[src/rtl/pdp8_opr_seq.sv]
// PDP-8 operate-instruction (group 1 / group 2) micro-sequencer.
// Steps one micro-operation per clock on a captured copy of the operands.
module pdp8_opr_seq #(
  parameter int unsigned DATA_WIDTH = 12,
  parameter int unsigned ADDR_WIDTH = 12,
  parameter bit          BSW_EN     = 1'b0
) (
  input  logic                  i_clk,
  input  logic                  i_reset_n,
  input  logic                  i_start,
  input  logic [11:0]           i_ir,
  input  logic [DATA_WIDTH-1:0] i_ac_in,
  input  logic                  i_link_in,
  input  logic [ADDR_WIDTH-1:0] i_pc_in,
  input  logic [DATA_WIDTH-1:0] i_sr_in,
  output logic                  o_busy,
  output logic                  o_done,
  output logic [DATA_WIDTH-1:0] o_ac_out,
  output logic                  o_link_out,
  output logic [ADDR_WIDTH-1:0] o_pc_out,
  output logic                  o_halt,
  output logic                  o_illegal
);

  localparam int unsigned HalfW = DATA_WIDTH / 2;

  typedef enum logic [3:0] {
    StIdle, StG1Clr, StG1Cmp, StG1Iac, StG1Rot1, StG1Rot2, StG2Skip, StG2Clr, StDone
  } state_e;

  state_e                r_state, w_state_d;
  logic [7:0]            r_ir;
  logic [DATA_WIDTH-1:0] r_ac, w_ac_d, r_sr;
  logic                  r_l, w_l_d;
  logic [ADDR_WIDTH-1:0] r_pc, w_pc_d;
  logic                  r_ill, w_ill_d, r_hlt, w_hlt_d;
  logic                  r_done, r_link_out, r_halt, r_illegal;
  logic [DATA_WIDTH-1:0] r_ac_out;
  logic [ADDR_WIDTH-1:0] r_pc_out;

  logic                  w_accept, w_skip;
  logic [DATA_WIDTH:0]   w_inc;
  logic [DATA_WIDTH-1:0] w_rar_ac, w_ral_ac, w_bsw_ac;

  assign w_accept = (r_state == StIdle) && i_start;
  assign w_inc    = {1'b0, r_ac} + {{DATA_WIDTH{1'b0}}, 1'b1};
  // Rotates act on the (DATA_WIDTH+1)-bit word {L,AC}.
  assign w_rar_ac = {r_l, r_ac[DATA_WIDTH-1:1]};
  assign w_ral_ac = {r_ac[DATA_WIDTH-2:0], r_l};
  assign w_bsw_ac = {r_ac[HalfW-1:0], r_ac[DATA_WIDTH-1:HalfW]};
  assign w_skip   = ((r_ir[6] & r_ac[DATA_WIDTH-1]) | (r_ir[5] & (r_ac == '0)) | (r_ir[4] & r_l))
                    ^ r_ir[3];

  always_comb begin
    w_state_d = r_state;
    w_ac_d    = r_ac;
    w_l_d     = r_l;
    w_pc_d    = r_pc;
    w_ill_d   = r_ill;
    w_hlt_d   = r_hlt;
    unique case (r_state)
      StIdle: begin
        if (i_start) begin
          w_ac_d  = i_ac_in;
          w_l_d   = i_link_in;
          w_pc_d  = i_pc_in;
          w_ill_d = 1'b0;
          w_hlt_d = 1'b0;
          // Non-operate words and group 3 (MQ) skip straight to completion.
          if ((i_ir[11:9] != 3'b111) || (i_ir[8] && i_ir[0])) begin
            w_ill_d   = 1'b1;
            w_state_d = StDone;
          end else if (!i_ir[8]) begin
            w_state_d = StG1Clr;
          end else begin
            w_state_d = StG2Skip;
          end
        end
      end
      StG1Clr: begin
        if (r_ir[7]) w_ac_d = '0;
        if (r_ir[6]) w_l_d = 1'b0;
        w_state_d = StG1Cmp;
      end
      StG1Cmp: begin
        if (r_ir[5]) w_ac_d = ~r_ac;
        if (r_ir[4]) w_l_d = ~r_l;
        w_state_d = StG1Iac;
      end
      StG1Iac: begin
        if (r_ir[0]) begin
          w_ac_d = w_inc[DATA_WIDTH-1:0];
          if (w_inc[DATA_WIDTH]) w_l_d = ~r_l;
        end
        w_state_d = StG1Rot1;
      end
      StG1Rot1: begin
        unique case (r_ir[3:2])
          2'b10: begin w_ac_d = w_rar_ac; w_l_d = r_ac[0]; end
          2'b01: begin w_ac_d = w_ral_ac; w_l_d = r_ac[DATA_WIDTH-1]; end
          2'b11: w_ill_d = 1'b1;
          default: if (r_ir[1] && BSW_EN) w_ac_d = w_bsw_ac;
        endcase
        w_state_d = (r_ir[1] && (r_ir[3] ^ r_ir[2])) ? StG1Rot2 : StDone;
      end
      StG1Rot2: begin
        if (r_ir[3]) begin
          w_ac_d = w_rar_ac;
          w_l_d  = r_ac[0];
        end else begin
          w_ac_d = w_ral_ac;
          w_l_d  = r_ac[DATA_WIDTH-1];
        end
        w_state_d = StDone;
      end
      StG2Skip: begin
        if (w_skip) w_pc_d = r_pc + {{(ADDR_WIDTH-1){1'b0}}, 1'b1};
        w_state_d = StG2Clr;
      end
      StG2Clr: begin
        w_ac_d    = (r_ir[7] ? '0 : r_ac) | (r_ir[2] ? r_sr : '0);
        w_hlt_d   = r_ir[1];
        w_state_d = StDone;
      end
      StDone:  w_state_d = StIdle;
      default: w_state_d = StIdle;
    endcase
  end

  always_ff @(posedge i_clk or negedge i_reset_n) begin
    if (!i_reset_n) begin
      r_state    <= StIdle;
      r_ir       <= '0;
      r_ac       <= '0;
      r_sr       <= '0;
      r_l        <= 1'b0;
      r_pc       <= '0;
      r_ill      <= 1'b0;
      r_hlt      <= 1'b0;
      r_done     <= 1'b0;
      r_ac_out   <= '0;
      r_link_out <= 1'b0;
      r_pc_out   <= '0;
      r_halt     <= 1'b0;
      r_illegal  <= 1'b0;
    end else begin
      r_state <= w_state_d;
      r_ac    <= w_ac_d;
      r_l     <= w_l_d;
      r_pc    <= w_pc_d;
      r_ill   <= w_ill_d;
      r_hlt   <= w_hlt_d;
      r_done  <= (r_state == StDone);
      if (w_accept) begin
        r_ir      <= i_ir[7:0];
        r_sr      <= i_sr_in;
        r_halt    <= 1'b0;
        r_illegal <= 1'b0;
      end
      if (r_state == StDone) begin
        r_ac_out   <= r_ac;
        r_link_out <= r_l;
        r_pc_out   <= r_pc;
        r_halt     <= r_hlt;
        r_illegal  <= r_ill;
      end
    end
  end

  assign o_busy     = (r_state != StIdle);
  assign o_done     = r_done;
  assign o_ac_out   = r_ac_out;
  assign o_link_out = r_link_out;
  assign o_pc_out   = r_pc_out;
  assign o_halt     = r_halt;
  assign o_illegal  = r_illegal;

endmodule

[config.mk]
export PLATFORM = sky130hd
export DESIGN_NAME = pdp8_opr_seq
export DESIGN_NICKNAME = d
export VERILOG_FILES = /design/src/rtl/pdp8_opr_seq.sv
export SDC_FILE = /design/constraint.sdc
export NUM_CORES = 1
export LEC_CHECK = 0
export CAP_MARGIN = 0
export CORE_AREA = 2 2 100 111
export DETAILED_ROUTE_END_ITERATION = 8
export DIE_AREA = 0 0 102 113
export PLACE_DENSITY = 0.71
export REMOVE_ABC_BUFFERS = 1
export SLEW_MARGIN = 30
export SYNTH_ARGS = -nofsm -noshare
export SYNTH_HDL_FRONTEND = slang
export SYNTH_SLANG_ARGS = --single-unit
[constraint.sdc]
create_clock -name i_clk -period 2.2 [get_ports i_clk]
set_clock_uncertainty 0.15 [all_clocks]
set_input_delay 0.55 -clock i_clk [delete_from_list [all_inputs] [get_ports i_clk]]
set_output_delay 0.55 -clock i_clk [all_outputs]
set_load 0.01 [all_outputs]
==> metrics, run 1 <==
status=finished, final reports clean; CTS tree=yes; first-pass GRT wire length=21800 um; Ys Warns=0; Initial DRC Count=198; Fin. Hold Viols=0; Internal=6.04 mW; antenna-violating nets left=0; worst slew pin tran=458 ps; max-cap check violation count=0; Max VDD drop=807 uV; most common cell after layout, fill and taps aside=nand2_1; crit-path max FO=5; Power Dens Cells=1530 nW/um^2; DR WL/cell=17.0 um; die area=11500 um^2; CTS H-Tree Depth=3; Slew Limit Fails=0; switching share of power=0.395; Yosys cell types=68; synthesized cell area=4570 um^2; Startpoint Class=register; worst rel slew slack=0.692; Area contributors post-synth=dfrtp_1 (43%), nand2_1 (7.3%), mux2_2 (6.9%), o21ai_0 (3.6%), nand3_1 (2.4%); Fill cells=906; WL final=13300 um; CP max-delay cell=dfrtp_1; clk_lat worst skew=340 ps; clk buf depth=2; vias in the first global route=4508; final worst path period share=0.985; Seq/Total Area, Yosys=0.433; n_diodes=0; cell chain of the critical path=inv_2 -> ha_4 -> nor4b_4 -> a31oi_4 -> buf_6 -> xnor2_4 -> nand2_2 -> buf_4 -> a211oi_2; input/output buffers=80; row count=39; io pins=81; WP data required=2300 ps; Vias=4439; top-area cell type share of the netlist area=0.433; DRC violations left=0; post-synth top area cell=dfrtp_1; Initial Utilization=0.441; TNS Setup=0 ps; grt ovf=0; Clk pin slew, worst setup/hold paths=60 ps; Top FF cell, synth=dfrtp_1; Core Region=10300 um^2; largest net degree at the start of global routing=37; P&R area growth vs syn=42.7%; Largest stage delay, worst path=380 ps; clk sink count=79; Min Clock Period, post-route=2170 ps; Avg Cell Area, Syn=9.17 um^2; DRT Pass-1 Iters=5; Post-Synthesis Cells=498; Leakage Power=2.77 nW; Max Freq=462 MHz; proportion of layout cells with a drive suffix above 1=0.257; Die Span Y=113 um; commonest cells after routing, fill and taps aside=nand2_1 (87), clkdlybuf4s50_1 (78), buf_4 (75), dfrtp_1 (74), mux2_2 (28); ys async rst share=1.00; combinational power share=0.575; Post-synth EDFFs=0; Worst Path Arrival=2270 ps; Reg power frac=0.274; Clk pwr share=0.151; CTS Buf Count=9; GPL Wtd Cong=0.919; P_sw=3.94 mW; antenna violations before repair=0; DR vias/cell=5.68; Crit. End Element=register; final core utilization=0.630; Chip Width=102 um; net count of the finished layout=692; HPWL Detailed=9790 um; Top Family by Delay on Critical Path=buffers and inverters; HP Class=register to register; clk root buf=clkbuf_16; Tot GR Track Use=0.238; Final Setup Violations=0; worst path bufs/invs=3; Pwr Total=9.98 mW; post-synthesis register bit count=79; Setup CP Type=register to register
## state kept, by name, summed over array words and instances, names as in the netlist
register and cells:
o_link_out 1, r_l 1, r_sr 12, r_state 4, o_ac_out 12, o_pc_out 12
r_pc 12, o_done 1, o_illegal 1, r_ill 1, o_halt 1, r_ir 8
r_ac 12, r_hlt 1
## synth_stat cells, types with 8 or more instances
library cell and number:
nor2_1 19, mux2_2 28, nand2b_1 8, mux2i_1 8, o21ai_0 33, buf_2 18
inv_1 12, dfrtp_1 79, nand3_1 22, nor3_1 11, a22o_1 8, nand2_1 89
a21oi_1 17, clkbuf_1 18
## timing repair
item                                   in CTS  in global routing
endpoints found under the hold margin      20                  0
setup endpoints to repair                  19                 23
gates cloned                                0                  1
pin swaps                                   1                 10
resized for setup                          18                 28
buffers inserted                            0                  9
hold buffers                                1                  0
## per-layer routing
layer	part of all wire	up-vias	GRT usage
li1	-	2084	-
met1	0.43	2178	0.318
met2	0.50	158	0.394
met3	0.053	19	0.0451
met4	0.017	0	0.0649
met5	0	-	0
## area by class of cell
type | count | area, um^2 | share of cell area
inverter | 12 | 45.0 | 0.00691
tap | 143 | 179 | 0.0275
clock inverter | 3 | 42.5 | 0.00653
sequential | 79 | 1980 | 0.304
clock buffer | 12 | 256 | 0.0394
timing repair buffer | 163 | 1480 | 0.227
multi-input combinational | 369 | 2530 | 0.389
## worst paths after layout
check	cells after the start	start	to	slack (ps)
max in group asynchronous	3	i_reset_n	r_state[1]	800
min in group asynchronous	2	i_reset_n	o_halt	530
max reg2reg	9	r_ac[0]	r_pc[11]	30
max	9	r_ac[0]	r_pc[11]	30
min	2	r_sr[7]	r_sr[7]	330
min reg2reg	2	r_sr[7]	r_sr[7]	330
## tightest hold or removal path: stages (launching register included)
cell     delay (ps)
dfrtp_1         340
nand2_1          50
nand2_1          50
## cells by family (layout without fill, tap and decap cells)
kind of cell	after synthesis	after routing	synth area share
buffers and inverters	51	190	0.0480
AO/OA/AOI/OAI	117	117	0.179
AND/OR/NAND/NOR	201	201	0.218
flip-flops	79	79	0.433
multiplexers	36	36	0.0866
adder cells (fa/ha/maj)	6	6	0.0164
XOR/XNOR	8	9	0.0186
## power groups by stage
stage / Combinational (mW) / Sequential [mW] / Clock (mW)
finish: 5.74 / 2.74 / 1.51
detailed placement: 5.25 / 2.71 / 0
CTS: 5.39 / 2.72 / 1.54
floorplan: 2.50 / 2.93 / 0
global placement: 5.14 / 2.68 / 0
global route: 6.26 / 2.82 / 1.58
## through the flow
stage | hold slack, ps | setup WS, ps | instance area (um^2) | std cells
after CTS | 331 | 0.253 | 6340 | 771
after global routing | 354 | -41.4 | 6520 | 781
after global placement | 313 | -391 | 5970 | 755
after detailed placement | 317 | -400 | 5970 | 755
after floorplan | 104 | -457 | 4390 | 459
final | 327 | 33.7 | 6520 | 781
Note: power is estimated with default switching activity, not from simulation.
==> run 2, diff against run 1 <==
--- a/config.mk
+++ b/config.mk
@@ -9,7 +9,8 @@
 export CORE_AREA = 2 2 100 111
 export DETAILED_ROUTE_END_ITERATION = 8
 export DIE_AREA = 0 0 102 113
-export PLACE_DENSITY = 0.71
+export DONT_BUFFER_PORTS = 1
+export GPL_TIMING_DRIVEN = 0
 export REMOVE_ABC_BUFFERS = 1
 export SLEW_MARGIN = 30
 export SYNTH_ARGS = -nofsm -noshare
==> run 2 against run 1 <==
Effect of this change:
- the run now ends with hold timing, setup timing left
- non-clock buffer count decreased by 122
- die area stayed put
- first-iteration DRC count is 73% higher
- sequential cell count unchanged
- clock power about the same
- global-route usage increased by 0.56 points
- setup slack worse by 120 ps
- fmax shrank 5.2%
- final cell count is 15% lower
- sequential share of layout area rose by 5.7 points
- via count is 8.5% lower
- count of clock-buffer cells in the layout is 2 lower
- highest routed layer unchanged
==> metrics, run 2 (synthesis results as in run 1) <==
status=complete, but fails checks; failing checks=hold timing, setup timing; first-pass GRT wire length=21500 um (-1.1%); Post-DP Area=4610 um^2 (-23%); proportion of layout cells with a drive suffix above 1=0.275 (+0.0176); worst slew pin tran=796 ps (+338 ps); hold slack=-248 ps (-575 ps); HP Class=input port to asynchronous set/reset pin; Final Setup Violations=12 (+12); RSZ-0062 raised after global routing=yes; Fill cells=952 (+5.1%); Setup CP Type=register to register; post-route cell area=5550 um^2 (-15%); Initial DRC Count=343 (+73%); clk root buf=clkbuf_16; Fin. Hold Viols=79 (+79); Initial Utilization=0.441 (unchanged); CTS tree=yes; DRC violations left=0 (unchanged); most common cell after layout, fill and taps aside=nand2_1; input/output buffers=0 (-100%); Startpoint Class=register; vias in the first global route=4064 (-9.8%); Reg-to-Reg Start=r_state[0]; Chip Width=102 um (unchanged); antenna-violating nets left=0 (unchanged); r2r worst-path depth=7 (-2); row count=39 (unchanged); Final WS setup=-85.5 ps (-119 ps); max-cap check violation count=0 (unchanged); antenna violations before repair=0 (unchanged); Max Freq=438 MHz (-5.2%); Slew Limit Fails=0 (unchanged); worst r2r dst=r_ac[3]; Tot GR Track Use=0.243 (+0.00557); CTS Buf Count=9 (unchanged); Min Clock Period, post-route=2290 ps (+119 ps); clk sink count=79 (unchanged); Core Region=10300 um^2 (unchanged); GPL Wtd Cong=0.921 (+0.17%); Power Dens Cells=1690 nW/um^2 (+10%); commonest cells after routing, fill and taps aside=nand2_1 (86), dfrtp_1 (66), buf_4 (31), o21ai_0 (28), mux2_2 (28); CTS H-Tree Depth=3 (unchanged); DR vias/cell=6.16 (+8.3%); Seq. cell area=2000 um^2 (+1.0%); final core utilization=0.536 (-0.0937); final worst path period share=1.04 (+0.0542); DR WL/cell=20.3 um (+19%); Worst Path Arrival=2360 ps (+90 ps); HPWL Detailed=8370 um (-14%); setup slack, reg-to-reg=-90 ps (-120 ps); multi-input logic area=2630 um^2 (+3.8%); Die Span Y=113 um (unchanged); Vias=4063 (-8.5%); DRT Pass-1 Iters=5 (unchanged); die area=11500 um^2 (unchanged); n_diodes=0 (unchanged); worst rel slew slack=0.465 (-0.228); Max VDD drop=865 uV (+7.1%); TNS Setup=-602 ps (-602 ps); clk buf depth=2 (unchanged); WP data required=2270 ps (-30 ps); largest net degree at the start of global routing=80 (+120%); crit-path max FO=5 (unchanged); grt ovf=0 (unchanged); Clk pin slew, worst setup/hold paths=60 ps (about the same); Crit. End Element=register; Worst Setup SP=r_state[0]; clk_lat worst skew=340 ps (about the same); P&R area growth vs syn=21.5%; net count of the finished layout=570 (-18%); io pins=81 (unchanged); WL final=13400 um (+0.82%); Leakage Power=2.28 nW (-18%)
## run 2: changes by cell type in the layout (fill, tap and decap cells not counted), sizes merged
cell,previous run,this run
clkdlybuf4s50,78,0
buf,83,40
clkbuf,13,10
clkinv,1,3
bufbuf,0,1
clkinvlp,1,2
dlygate4sd3,1,0
## run 2: what timing repair did
| item | CTS | global route |
|---|---|---|
| hold endpoints to repair | 79 | 79 |
| setup endpoints to repair | 73 | 26 |
| pin swaps | 15 | 17 |
| cloned | 1 | 1 |
| resized for setup | 53 | 25 |
| buffers inserted | 22 | 16 |
## run 2: area by class of cell
type	count	share of cell area
Multi-Input combinational cell	369	0.474
Sequential cell	79	0.361
Timing Repair Buffer	41	0.0699
Clock buffer	10	0.0431
Tap cell	143	0.0323
Clock inverter	6	0.0108
Inverter	12	0.00902
## run 2: worst max path at each step
stage	to	slack (ps)	cells past startpoint
2_1_floorplan	r_ac[10]	-460	5
3_3_place_gp	r_ac[8]	-1630	5
3_5_place_dp	r_ac[7]	-640	5
4_1_cts	r_pc[2]	-70	7
5_1_grt	r_ac[4]	-140	7
6_report	r_ac[3]	-90	7
## run 2: routing by layer
layer | vias up | track usage | part of all wire
met3 | 39 | 0.0710 | 0.075
li1 | 1851 | - | -
met5 | - | 0 | 0
met2 | 169 | 0.363 | 0.48
met4 | 0 | 0.117 | 0.029
met1 | 2004 | 0.323 | 0.42
## run 2: critical path, stage by stage, from the launching register on
cell and delay (ps):
dfrtp_4 510, buf_12 140, nor4b_4 120, a311o_1 290
or4_4 610, buf_6 160, o21ai_2 110, o21ai_1 80
## run 2: stage by stage
| stage | setup WS [ps] | instances | hold WS [ps] | total power [mW] |
|---|---|---|---|---|
| after floorplan | -457 | 459 | 104 | 5.43 |
| after global placement | -1630 | 602 | 107 | 6.36 |
| after detailed placement | -639 | 604 | 107 | 6.51 |
| after CTS | -73.7 | 643 | -258 | 8.83 |
| after global routing | -145 | 660 | -266 | 10.0 |
| final | -85.5 | 660 | -248 | 9.37 |
## run 2: power breakdown
part	leakage, nW	total (mW)	internal [mW]	switching [mW]
clock	0.144	1.51	0.903	0.609
sequential	0.945	3.24	2.19	1.05
combinational	1.19	4.61	2.29	2.32
